File: config.mk
export PLATFORM = sky130hd
export DESIGN_NAME = sorted_ram_loader_flat
export DESIGN_NICKNAME = d
export VERILOG_FILES = /design/src/rtl/sorted_ram_loader_if.sv /design/src/rtl/sorted_ram_loader.sv /design/src/flat_wrapper.sv
export SDC_FILE = /design/constraint.sdc
export NUM_CORES = 1
export LEC_CHECK = 0
export CAP_MARGIN = 15
export CORE_MARGIN = 1.5
export CORE_UTILIZATION = 45
export DETAILED_ROUTE_END_ITERATION = 10
export PLACE_DENSITY = 0.68
export SYNTH_ARGS = -nofsm -noshare
export SYNTH_HDL_FRONTEND = slang
export SYNTH_SLANG_ARGS = --single-unit
File: constraint.sdc
create_clock -name clk -period 4.24 [get_ports clk]
set_clock_uncertainty 0.05 [all_clocks]
set_input_delay 0.424 -clock clk [delete_from_list [all_inputs] [get_ports clk]]
set_output_delay 0.424 -clock clk [all_outputs]
set_load 0.01 [all_outputs]
File: src/rtl/sorted_ram_loader_if.sv
// Handshake and RAM-port bundle between the sorted RAM loader and its environment.
interface sorted_ram_loader_if #(
  parameter int N  = 8,
  parameter int AW = 5
);
  logic          clear;
  logic          in_valid;
  logic [N-1:0]  in_data;
  logic          in_ready;
  logic          busy;
  logic [AW:0]   count;
  logic          full;
  logic [AW-1:0] mem_addr;
  logic [N-1:0]  mem_wdata;
  logic          mem_wren;
  logic [N-1:0]  mem_rdata;

  modport slave (
    input  clear, in_valid, in_data, mem_rdata,
    output in_ready, busy, count, full, mem_addr, mem_wdata, mem_wren
  );

  modport master (
    output clear, in_valid, in_data, mem_rdata,
    input  in_ready, busy, count, full, mem_addr, mem_wdata, mem_wren
  );
endinterface

File: src/rtl/sorted_ram_loader.sv
// Insertion-sort loader: keeps a single-port RAM ascending and padded with all-ones,
// one RAM access per cycle.
//
// state | meaning
// INIT  | write all-ones pad to every address, init_ptr walks 0..DEPTH-1
// IDLE  | accept a value or a clear request
// RD    | present address ptr-1 to the RAM
// CMP   | entry[ptr-1] on mem_rdata; shift it up if larger than val
// PLACE | write val at ptr, bump count
module sorted_ram_loader #(
  parameter int N  = 8,
  parameter int AW = 5
) (
  input logic                clk,
  input logic                rst,
  sorted_ram_loader_if.slave bus
);
  localparam int DEPTH = 1 << AW;

  typedef enum logic [2:0] {INIT, IDLE, RD, CMP, PLACE} state_t;

  state_t        state, state_nxt;
  logic [AW-1:0] init_ptr, init_ptr_nxt;
  logic [AW:0]   ptr, ptr_nxt;
  logic [AW:0]   count, count_nxt;
  logic [N-1:0]  val, val_nxt;

  assign bus.count = count;
  assign bus.full  = (count == (AW+1)'(DEPTH));

  always_ff @(posedge clk or posedge rst) begin
    if (rst) begin
      state    <= INIT;
      init_ptr <= '0;
      ptr      <= '0;
      count    <= '0;
      val      <= '0;
    end else begin
      state    <= state_nxt;
      init_ptr <= init_ptr_nxt;
      ptr      <= ptr_nxt;
      count    <= count_nxt;
      val      <= val_nxt;
    end
  end

  always_comb begin
    state_nxt     = state;
    init_ptr_nxt  = init_ptr;
    ptr_nxt       = ptr;
    count_nxt     = count;
    val_nxt       = val;
    bus.in_ready  = 1'b0;
    bus.busy      = 1'b1;
    bus.mem_addr  = '0;
    bus.mem_wdata = '1;
    bus.mem_wren  = 1'b0;

    unique case (state)
      INIT: begin
        bus.mem_addr = init_ptr;
        bus.mem_wren = 1'b1;
        count_nxt    = '0;
        if (init_ptr == AW'(DEPTH - 1)) begin
          state_nxt    = IDLE;
          init_ptr_nxt = '0;
        end else begin
          init_ptr_nxt = init_ptr + AW'(1);
        end
      end

      IDLE: begin
        bus.busy     = 1'b0;
        bus.in_ready = !bus.full && !bus.clear;
        // clear wins over in_valid, so no value is lost into a re-padded array
        if (bus.clear) begin
          state_nxt    = INIT;
          count_nxt    = '0;
          init_ptr_nxt = '0;
        end else if (bus.in_valid && bus.in_ready) begin
          val_nxt   = bus.in_data;
          ptr_nxt   = count;
          state_nxt = (count == '0) ? PLACE : RD;
        end
      end

      RD: begin
        bus.mem_addr = ptr[AW-1:0] - AW'(1);
        state_nxt    = CMP;
      end

      CMP: begin
        // strict compare keeps equal values in arrival order
        if (bus.mem_rdata > val) begin
          bus.mem_addr  = ptr[AW-1:0];
          bus.mem_wdata = bus.mem_rdata;
          bus.mem_wren  = 1'b1;
          ptr_nxt       = ptr - (AW+1)'(1);
          state_nxt     = (ptr == (AW+1)'(1)) ? PLACE : RD;
        end else begin
          state_nxt = PLACE;
        end
      end

      PLACE: begin
        bus.mem_addr  = ptr[AW-1:0];
        bus.mem_wdata = val;
        bus.mem_wren  = 1'b1;
        count_nxt     = count + (AW+1)'(1);
        state_nxt     = IDLE;
      end

      default: state_nxt = INIT;
    endcase
  end
endmodule

File: src/flat_wrapper.sv
// flat-port wrapper written by rule: the top's interface ports become plain ports
module sorted_ram_loader_flat 
#(
  parameter int N  = 8,
  parameter int AW = 5
)
  (clk, rst, bus_clear, bus_in_valid, bus_in_data, bus_mem_rdata, bus_in_ready, bus_busy, bus_count, bus_full, bus_mem_addr, bus_mem_wdata, bus_mem_wren);
  sorted_ram_loader_if #(.N(N), .AW(AW)) bus_i ();
  input logic clk;
  input logic rst;
  input wire logic [$bits(bus_i.clear)-1:0] bus_clear;
  input wire logic [$bits(bus_i.in_valid)-1:0] bus_in_valid;
  input wire logic [$bits(bus_i.in_data)-1:0] bus_in_data;
  input wire logic [$bits(bus_i.mem_rdata)-1:0] bus_mem_rdata;
  output wire logic [$bits(bus_i.in_ready)-1:0] bus_in_ready;
  output wire logic [$bits(bus_i.busy)-1:0] bus_busy;
  output wire logic [$bits(bus_i.count)-1:0] bus_count;
  output wire logic [$bits(bus_i.full)-1:0] bus_full;
  output wire logic [$bits(bus_i.mem_addr)-1:0] bus_mem_addr;
  output wire logic [$bits(bus_i.mem_wdata)-1:0] bus_mem_wdata;
  output wire logic [$bits(bus_i.mem_wren)-1:0] bus_mem_wren;
  assign bus_i.clear = bus_clear;
  assign bus_i.in_valid = bus_in_valid;
  assign bus_i.in_data = bus_in_data;
  assign bus_i.mem_rdata = bus_mem_rdata;
  assign bus_in_ready = bus_i.in_ready;
  assign bus_busy = bus_i.busy;
  assign bus_count = bus_i.count;
  assign bus_full = bus_i.full;
  assign bus_mem_addr = bus_i.mem_addr;
  assign bus_mem_wdata = bus_i.mem_wdata;
  assign bus_mem_wren = bus_i.mem_wren;
  sorted_ram_loader #(.N(N), .AW(AW)) u_core (.clk(clk), .rst(rst), .bus(bus_i));
endmodule
==> flow_summary.toml <==
[timing]
worst_pin_slew_ps = 790
maxSlewViolCount = 0
setup_violations = 0
fin_setup_tns_ps = 0
slew_headroom_pct = 47.0
clock.fmax_ghz = 0.284
rsz0062_at_grt = "false"
min_period_over_period_pct = 83.0
post-route-min-period_ps = 3520
finalHoldViolCount = 0

[floorplan]
core_area_um2 = 4380
die-area_um2 = 5010
rows = 24
die_w_um = 70.8
io_pins = 43
die_h_um = 70.8
start_util_pct = 47.1

[route]
first_iter_violations = 134
drc = 0
dr.pass1.iters = 4
routed_wl_mm = 4.83
post_drt_wl_per_cell_um = 14.4
drtAntennaViolNets = 0
vias = 1903
avgViaCountPerCell = 5.66

[cells_and_area]
num-nets-final = 319
drive_gt1_share_pct = 7.39
final_common_cell = "clkdlybuf4s50_1"
regArea_um2 = 701
n_antenna_cell = 0
multiInputGateArea_um2 = 1240
area_growth_pct = 24.5
fin_util_pct = 58.7
fill_cells = 411
final_cell_mix = "clkdlybuf4s50_1 (42), nand2_1 (36), o21ai_0 (29), dfrtp_1 (28), a21oi_1 (20)"

[placement]
hpwl_mm = 3.58
gp_congestion = 0.837
port_buffers = 42

[critical_path]
reg2reg_to = "u_core.ptr[0]"
regToRegSetupSlack_ps = 1750
crit_fanout = 12
arrival_ps = 3040
cp.required_ps = 3770
cp-start-kind = "input port"
ff2ff_path_depth = 5
crit_path_end_kind = "output pin"
crit_start = "bus_mem_rdata[1]"
setup.worst_path.class = "in2out"
r2r-start = "u_core.state[1]"

[cts]
cts_num_sinks = 28
cts-root-buf = "clkbuf_8"
clock_latency_ps = 290
clk_pin_slew_ps = 100
holdBufCountCts = 0
clockBufferDepth = 2
cts_setup_buffers = 0
tritoncts = "built"
cts_buffers = 3
post_cts_resized = 0
htree_levels = 1

[power]
leakage_nw = 1.09
p_sw_mw = 0.429
seq_power_share_pct = 40.0
clkPwrFrac_pct = 15.4
p_per_area_nw_per_um2 = 434
peakVddDrop_uv = 205
intPower_mw = 0.688
p_sw_share_pct = 38.4
comb_power_share_pct = 44.6

[logic_synthesis]
ys.flop_type = "dfrtp_1"
synth_area_leaders = "dfrtp_1 (34%), ha_1 (8.5%), o21ai_0 (7.0%)"
synthArstFlopShare_pct = 100
syn_inst = 249
synth_edf_count = 0
ys_ff_latch = 28
synthDistinctLibCells = 57
yosysSeqAreaShare_pct = 33.9
ys_warn_count = 0
synthesis.area_um2 = 2070
syn_area_per_cell_um2 = 8.30
synth_area_leader_cell = "dfrtp_1"
syn_nets = 283
yosysTopAreaCellShare_pct = 33.9

[min_path]
hp-class = "in2async"

[grt]
grt.overflow.total = 0
grt_max_degree = 29
grt_usage_pct = 20.3
grt_pass1_wl_mm = 8.31
antenna_found_initial = 0
grt_pass1_vias = 1757

[job]
drv_cap = 0

[status]
status = "completed"
flip-flops by register name (all words and copies together), names as in the netlist:
signal / count
u_core.init_ptr: 5
u_core.state: 3
u_core.bus.count: 6
u_core.ptr: 6
u_core.val: 8
routing by layer:
| layer | global-route usage [%] | share of wire (%) |
|---|---|---|
| met1 | 29.3 | 50 |
| met2 | 32.4 | 45 |
| met3 | 3.70 | 4.4 |
| met4 | 3.77 | 0.79 |
| met5 | 0 | 0 |
cells by family (layout without fill, tap and decap cells):
| group | count (synthesis) | count (layout) | synth area share (%) |
|---|---|---|---|
| AO/OA/AOI/OAI | 83 | 83 | 25.9 |
| AND/OR/NAND/NOR | 85 | 85 | 21.3 |
| XOR/XNOR | 4 | 4 | 1.70 |
| adder cells (fa/ha/maj) | 14 | 14 | 8.47 |
| flip-flops | 28 | 28 | 33.9 |
| multiplexers | 5 | 5 | 2.48 |
| buffers and inverters | 30 | 65 | 6.23 |
worst max-delay path, cell delays in order:
cell             delay, ps
clkdlybuf4s50_1        420
ha_1                   310
nor2b_1                130
o211ai_1               180
a21oi_2                110
o21ai_1                650
o21ai_0                190
nand2_1                110
clkdlybuf4s50_1        530
area by class of cell:
class,count,area share [%]
multi-input cells,191,48.1
flip-flops and latches,28,27.2
repair buffers,43,17.4
inverters,18,2.63
well taps,52,2.53
clock buffers,4,2.14
synthesized netlist by cell type, types with 2 or more instances:
master and count:
a21oi_1 20, o31ai_1 2, and3_1 2, o21ai_1 2, ha_1 14, dfrtp_1 28
nor2_1 15, or3_1 2, nand2_1 36, or2_2 2, o22ai_1 3, nand4_1 2
inv_1 18, o21ai_0 29, mux2i_1 4, nor2b_1 3, nand3_1 5, clkbuf_1 6
xnor2_1 3, a221o_1 3, a21o_1 3, o32a_1 2, nor3_1 3, buf_2 4
nor3b_1 2, o211ai_1 2, a22o_1 4
worst max path at each step:
stage | to | slack, ps | cells after the start
after global routing | bus_mem_wdata[1] | 510 | 9
after CTS | bus_mem_wdata[1] | 720 | 9
after floorplan | bus_mem_addr[4] | 1950 | 8
final | bus_mem_wdata[1] | 720 | 9
after detailed placement | bus_mem_wdata[1] | 700 | 9
after global placement | bus_mem_addr[1] | 730 | 9
through the flow:
step | setup slack, ps | hold WS [ps] | total power [mW] | std cells | cell area [µm²]
final | 722 | 386 | 1.12 | 336 | 2570
after global routing | 511 | 428 | 1.22 | 336 | 2570
after CTS | 719 | 497 | 1.12 | 335 | 2550
after detailed placement | 703 | 475 | 0.945 | 331 | 2490
after global placement | 726 | 465 | 0.936 | 331 | 2490
after floorplan | 1950 | 437 | 0.789 | 249 | 2070
power groups by stage:
| stage | sequential, mW | combinational, mW | clock [mW] |
|---|---|---|---|
| after floorplan | 0.404 | 0.385 | 0 |
| after global placement | 0.449 | 0.486 | 0 |
| after detailed placement | 0.451 | 0.495 | 0 |
| after CTS | 0.444 | 0.499 | 0.177 |
| after global routing | 0.464 | 0.569 | 0.186 |
| final | 0.446 | 0.498 | 0.172 |
No activity file was read; power rests on OpenSTA's default activity.
